[src/rtl/modred_barrett.sv]
// rtl/modred_barrett.sv - 3-stage pipelined Barrett reducer, c mod Q for c < Q^2, valid/ready handshake.
// Optional define MODRED_TAG_EN adds an in_tag/out_tag sideband that travels with each datum.
module modred_barrett #(
    parameter int               LOGQ      = 64,
    parameter logic [LOGQ-1:0]  Q         = 64'd18446744069414584321,
    parameter logic [LOGQ:0]    MU        = 65'h1_0000_0000_FFFF_FFFF,
    parameter int               DELAY_RED = 3,
    parameter int               TAG_W     = 8
) (
    input  logic                clk,
    input  logic                rst,
    input  logic                in_valid,
    output logic                in_ready,
    input  logic [2*LOGQ-1:0]   in_c,
`ifdef MODRED_TAG_EN
    input  logic [TAG_W-1:0]    in_tag,
    output logic [TAG_W-1:0]    out_tag,
`endif
    output logic                out_valid,
    input  logic                out_ready,
    output logic [LOGQ-1:0]     out_r
);

    localparam logic [LOGQ+1:0] Q_EXT  = {2'b00, Q};
    localparam logic [LOGQ+1:0] TWO_Q  = {1'b0, Q, 1'b0};

    if (DELAY_RED != 3) begin : g_bad_delay
        $error("modred_barrett: DELAY_RED must be 3");
    end

    logic stall;
    logic valid1_q, valid2_q, valid3_q;

    // Stage 1: quotient estimate. Only q2 >> (LOGQ+1) is ever read, so only that slice is held.
    logic [LOGQ:0]     c_hi;
    logic [2*LOGQ+1:0] q2_d;
    logic [LOGQ:0]     q2_hi_q;
    logic [LOGQ+1:0]   c1_q;

    // Stage 2: remainder modulo 2^(LOGQ+2); exact because the true value lies in [0, 3Q).
    logic [LOGQ+1:0]   q3q_d;
    logic [LOGQ+1:0]   r_d;
    logic [LOGQ+1:0]   r_q;

    // Stage 3: final conditional subtraction; the difference fits in LOGQ bits.
    logic [LOGQ-1:0]   out_r_d;
    logic [LOGQ-1:0]   out_r_q;

    assign stall     = valid3_q & ~out_ready;
    assign in_ready  = ~stall;
    assign out_valid = valid3_q;
    assign out_r     = out_r_q;

    assign c_hi  = in_c[2*LOGQ-1:LOGQ-1];
    assign q2_d  = {{(LOGQ+1){1'b0}}, c_hi} * {{(LOGQ+1){1'b0}}, MU};
    assign q3q_d = {1'b0, q2_hi_q} * Q_EXT;
    assign r_d   = c1_q - q3q_d;

    always_comb begin
        out_r_d = r_q[LOGQ-1:0];
        if (r_q >= TWO_Q) begin
            out_r_d = r_q[LOGQ-1:0] - TWO_Q[LOGQ-1:0];
        end else if (r_q >= Q_EXT) begin
            out_r_d = r_q[LOGQ-1:0] - Q;
        end
    end

    always_ff @(posedge clk or negedge rst) begin
        if (!rst) begin
            valid1_q <= 1'b0;
            valid2_q <= 1'b0;
            valid3_q <= 1'b0;
            q2_hi_q  <= '0;
            c1_q     <= '0;
            r_q      <= '0;
            out_r_q  <= '0;
        end else if (!stall) begin
            valid1_q <= in_valid;
            valid2_q <= valid1_q;
            valid3_q <= valid2_q;
            q2_hi_q  <= q2_d[2*LOGQ+1:LOGQ+1];
            c1_q     <= in_c[LOGQ+1:0];
            r_q      <= r_d;
            out_r_q  <= out_r_d;
        end
    end

`ifdef MODRED_TAG_EN
    logic [TAG_W-1:0] tag1_q, tag2_q, tag3_q;

    assign out_tag = tag3_q;

    always_ff @(posedge clk or negedge rst) begin
        if (!rst) begin
            tag1_q <= '0;
            tag2_q <= '0;
            tag3_q <= '0;
        end else if (!stall) begin
            tag1_q <= in_tag;
            tag2_q <= tag1_q;
            tag3_q <= tag2_q;
        end
    end
`else
    if (TAG_W < 1) begin : g_bad_tag
        $error("modred_barrett: TAG_W must be positive");
    end
`endif

endmodule

[config.mk]
export PLATFORM = sky130hd
export DESIGN_NAME = modred_barrett
export DESIGN_NICKNAME = d
export VERILOG_FILES = /design/src/rtl/modred_barrett.sv
export SDC_FILE = /design/constraint.sdc
export NUM_CORES = 2
export LEC_CHECK = 0
export CORE_ASPECT_RATIO = 0.8
export CORE_MARGIN = 4
export CORE_UTILIZATION = 35
export DETAILED_ROUTE_END_ITERATION = 8
export GPL_ROUTABILITY_DRIVEN = 1
export GPL_TIMING_DRIVEN = 0
export HOLD_SLACK_MARGIN = 0.08
export SETUP_SLACK_MARGIN = 0.3
export SLEW_MARGIN = 20
export SYNTH_ARGS = -nofsm -noshare
export SYNTH_HDL_FRONTEND = slang
export SYNTH_SLANG_ARGS = --single-unit
export TNS_END_PERCENT = 1
[constraint.sdc]
create_clock -name clk -period 9.5 [get_ports clk]
set_input_delay 0.95 -clock clk [delete_from_list [all_inputs] [get_ports clk]]
set_output_delay 0.95 -clock clk [all_outputs]
set_load 0.05 [all_outputs]
**After elaboration in Yosys (flattened, before gate mapping)**

Index checks and enable logic that the tools add are counted.

- Flip-flop bits (word level): 264
- Input bits: 132
- Output and inout port bits: 66
- Word-level logic and storage cells: 19

- $add $sub $neg: 3
- Multipliers: 2
- Magnitude comparators: 2
- Muxes and demuxes: 2
- Bitwise operators: 3

Operator list:

| kind | number |
|---|---|
| 65-bit by 65-bit multiplier with 130-bit output (second input constant) | 1 |
| 64-bit two-way mux | 2 |
| 64-bit subtractor (second input constant) | 2 |
| 66-bit by 64-bit >= comparator with 1-bit output (second input constant) | 1 |
| 66-bit by 65-bit >= comparator with 1-bit output (second input constant) | 1 |
| 65-bit by 64-bit multiplier with 66-bit output (second input constant) | 1 |
| 66-bit subtractor | 1 |
| 1-bit NOT | 2 |
| 1-bit bitwise AND | 1 |

**Longest topological paths before layout**

- Depth after elaboration: 3
- Depth in mapped cells: 35
- Depth with buffers taken out: 33

**Worst setup path after synthesis**

Ideal clock, no wire load.

- Path type: input to register
- Start point: in in_c[101]
- End point: reg q2_hi_q[63]
- Library setup time: 124 ps
- Arrival: 9,402 ps
- Data required time: 9,376 ps
- Path slack: -26 ps
- Stages: 32
- Buffers on the path: 2
- Path through: inv_1 fa_1 inv_1 fa_1 inv_1 fa_1 inv_1 fa_1 fa_1 inv_1 fa_1 inv_1 fa_1 fa_1 fa_1 inv_1 fa_1 inv_1 ha_1 a21o_1 a211oi_1 o21ai_0 a31oi_1 o211ai_1 a2111oi_0 a21oi_1 o211ai_2 and2_0 clkbuf_1 buf_2 nor4_1 o31a_1

- Cells in the longest elaborated chain, start to end: 1

Ends and longest elaborated chain:

| item | RTL line | RTL |
|---|---|---|
| start: declaration | 14 | `input logic [2*LOGQ-1:0] in_c,` |
| 65-bit by 65-bit multiplier with 130-bit output | 55 | `assign q2_d = {{(LOGQ+1){1'b0}}, c_hi} * {{(LOGQ+1){1'b0}}, MU};` |
| end signal: assignment | 81 | `q2_hi_q <= q2_d[2*LOGQ+1:LOGQ+1];` |
| end: declaration | 37 | `logic [LOGQ:0] q2_hi_q;` |

Every way passes these cells.
A chain may end at the register's enable or synchronous reset.

**Worst setup path after layout**

- Start point: in in_c[73]
- End point: reg q2_hi_q[56]

Same word-level chain as after synthesis.

==> metrics <==
remaining antenna violation count 0; global routing usage summed across all routing layers 25.15%; root buffer cell sky130_fd_sc_hd__clkbuf_16; CTS tree built; Post-Layout Inst Area 0.07810 mm²; parity-gate share of the synthesized area counting xor and xnor cells 2.783%; Synth Register Bits 264; latest clock arrival within the worst-skew pair 580 ps; Max Clk Rate 0.1051 GHz; first-pass GRT wire length 365400 µm; class of the worst hold path in2async; Max Transition Viols Final 0; simple logic cell fraction of the synthesized area 6.086%; Final Non-Filler Cells 9948; synth unique cells 82; maximum number of pins on one net before global-route repair 87; violations in the final reports negative setup slack; setup repair after global routing missed its margin yes; final setup fails 1; r2r worst-path depth 29; Critical Path End Type flip-flop; data required time of the worst path 9980 ps; placed wire-length estimate after detailed placement 227300 µm; number of clock sinks seen by CTS 264; Core Area 0.1933 mm²; number of synthesized flops with an enable pin 0; final global-route overflow total 0; transition time at the pin with the least slew margin 1216 ps; Top FF cell, synth sky130_fd_sc_hd__dfrtp_1; fin util 40.40%; final-stage net count 9999; DRT Pass-1 Iters 6; Layout area overhead 14.36%; Critical Path Max Stage Delay 640 ps; CP Launch Type input pin; register area 0.006609 mm²; area occupied by multi-input gates 0.05446 mm²; ratio of routed vias to standard cells 4.916; Fillers 19080; Inst Count DP 9697; Crit Path Max Fanout 7; Hold Fails Final Rpt 0; Clock Tree Buf Depth 3; effective utilization at floorplan 35.33%; maximum clock skew at final layout 37.89 ps; number of maximum-capacitance violations 0; drt wl/cell 25.36 µm; Mapped Cells 6941; Synth Warn # 0; multiplexer fraction of the synthesized cell area 0.1099%; category of the most critical setup path in2reg; worst slew margin relative to its limit 18.95%; most frequent standard cell in the layout excluding fill and tap cells sky130_fd_sc_hd__inv_1; Synth Area in Compound Gates 6.601%; floorplan die area 0.2023 mm²; placement-stage worst setup slack -3416 ps; Synth Area per Inst 9.839 µm²; count of buffers inserted at the top-level ports 197; Crit path arrival time 10000 ps; via count of the first global-routing pass 52300; # DRC 0; minimum clock period after layout 9518 ps; Vert. Die Dim 403.1 µm; antenna violations before repair 8; horizontal die dimension 501.9 µm; CP max-delay cell sky130_fd_sc_hd__fa_2; number of vias after detailed routing 48910; Reg clk slew, reported paths 60 ps; proportion of register bits with asynchronous set or reset after synthesis 100.0%; adder-cell share of the synthesized area 62.05%; commonest cells after routing, fill and taps aside 2096 x sky130_fd_sc_hd__inv_1, 1307 x sky130_fd_sc_hd__fa_1, 996 x sky130_fd_sc_hd__ha_1; count of boundary I/O pins 198; total clock buffers created by CTS 35; gp weighted congestion 1.047; initial DRC count 3683; share of final-layout standard cells stronger than drive strength 1 10.03%; Syn Std Cell Area 0.06829 mm²; Tcrit/Tclk final 100.2%; minimum setup slack in the final design -18.44 ps; wire length after detailed routing 252200 µm; hold buffers post-CTS 0; Post-DP Area 0.07368 mm²; register area share after synthesis 9.674%; result of the run finished, violations left; htree depth 2; largest family of logic cells by synthesized area adder cells; syn nets 9580; number of rows created at floorplan 144
## metal layers
metal / vias to the layer above / GRT usage (%) / routed length (µm)
met2: 1826 / 35.91 / 103600
met5: - / 0 / 13
li1: 21730 / - / -
met1: 25150 / 37.42 / 116400
met4: 2 / 5.229 / 6482
met3: 199 / 7.595 / 25690
## cells by family (layout without fill, tap and decap cells)
logic type / count (synthesis) / after routing
compound gates: 732 / 732
buf+inv: 2307 / 2753
fa+ha+maj: 2507 / 2507
flops: 264 / 264
xor+xnor: 217 / 217
simple gates: 907 / 907
mux: 7 / 7
other cells: 0 / 6
## flip-flops by register name (all words and copies together), names as in the netlist
signal	flops
c1_q	66
out_r	64
out_valid	1
q2_hi_q	65
r_q	66
valid1_q	1
valid2_q	1
## worst max-delay path, delay by kind of cell
kind	cells	cell delay, ps
AND/OR/NAND/NOR	8	1520
adder cells (fa/ha/maj)	11	5330
buffers and inverters	15	1600
AO/OA/AOI/OAI	4	560
## cell type report
type | count | share of cell area [%]
well taps | 2555 | 4.093
inverters | 2212 | 10.82
clock inverters | 20 | 0.2948
plain buffers | 95 | 0.5175
flip-flops and latches | 264 | 8.462
repair buffers | 382 | 4.830
clock buffers | 44 | 1.229
multi-input cells | 4370 | 69.74
diodes | 6 | 0.01922
## final timing paths
| check | startpoint | to | slack [ps] |
|---|---|---|---|
| worst max-delay path | in_c[73] | q2_hi_q[56]$_DFFE_PN0N_ | -20 |
| worst min-delay path | rst | c1_q[54]$_DFFE_PN0N_ | 280 |
| worst max register to register | q2_hi_q[7]$_DFFE_PN0N_ | r_q[60]$_DFFE_PN0N_ | 150 |
| worst min register to register | valid2_q$_DFFE_PN0N_ | valid2_q$_DFFE_PN0N_ | 460 |
| max in group asynchronous | rst | out_r[16]$_DFFE_PN0N_ | 7750 |
| min in group clk | valid2_q$_DFFE_PN0N_ | valid2_q$_DFFE_PN0N_ | 460 |
## stage by stage
step	hold slack [ps]	TNS (ps)
after floorplan	430.0	0
after global placement	445.6	-1285860
after detailed placement	446.7	-164900
after CTS	289.1	0
after global routing	306.4	-7545
final	275.6	-18.44
## Yosys cell counts, types with 5 or more instances
master | count | area share (%)
sky130_fd_sc_hd__and4_1 | 6 | 0.077
sky130_fd_sc_hd__xor2_1 | 95 | 1.2
sky130_fd_sc_hd__a21oi_1 | 229 | 1.7
sky130_fd_sc_hd__clkbuf_1 | 90 | 0.49
sky130_fd_sc_hd__nand4_1 | 40 | 0.37
sky130_fd_sc_hd__o211ai_1 | 12 | 0.13
sky130_fd_sc_hd__fa_1 | 1466 | 43
sky130_fd_sc_hd__o31ai_1 | 6 | 0.066
sky130_fd_sc_hd__nor2_1 | 169 | 0.93
sky130_fd_sc_hd__o21a_1 | 12 | 0.13
sky130_fd_sc_hd__nand2b_1 | 20 | 0.18
sky130_fd_sc_hd__a21o_1 | 121 | 1.3
sky130_fd_sc_hd__nor2b_1 | 19 | 0.17
sky130_fd_sc_hd__a211oi_1 | 27 | 0.30
sky130_fd_sc_hd__or3_1 | 20 | 0.18
sky130_fd_sc_hd__nor4_1 | 15 | 0.14
sky130_fd_sc_hd__a21boi_0 | 5 | 0.055
sky130_fd_sc_hd__ha_1 | 1041 | 19
sky130_fd_sc_hd__and2_1 | 12 | 0.11
sky130_fd_sc_hd__nand3_1 | 70 | 0.51
sky130_fd_sc_hd__a221oi_1 | 7 | 0.090
sky130_fd_sc_hd__o21ai_1 | 34 | 0.25
sky130_fd_sc_hd__o21ai_0 | 161 | 1.2
sky130_fd_sc_hd__a31oi_1 | 30 | 0.27
sky130_fd_sc_hd__xnor2_1 | 122 | 1.6
sky130_fd_sc_hd__nand2_1 | 436 | 2.4
sky130_fd_sc_hd__or4_1 | 5 | 0.055
sky130_fd_sc_hd__o21bai_1 | 28 | 0.31
sky130_fd_sc_hd__nor3b_1 | 7 | 0.077
sky130_fd_sc_hd__dfrtp_1 | 264 | 9.7
sky130_fd_sc_hd__and3_1 | 41 | 0.38
sky130_fd_sc_hd__nor3_1 | 25 | 0.18
sky130_fd_sc_hd__a311oi_1 | 9 | 0.12
sky130_fd_sc_hd__inv_1 | 2212 | 12
## what timing repair did
action | CTS | global route
gates resized for setup | 865 | 69
buffers inserted | 146 | 33
pin swaps | 204 | 87
cloned | 1 | 0
setup endpoints to repair | 71 | 68
Power is left out: the tool's default activity adds up to more than one toggle a clock period on the data nets, which glitch-free logic cannot reach.
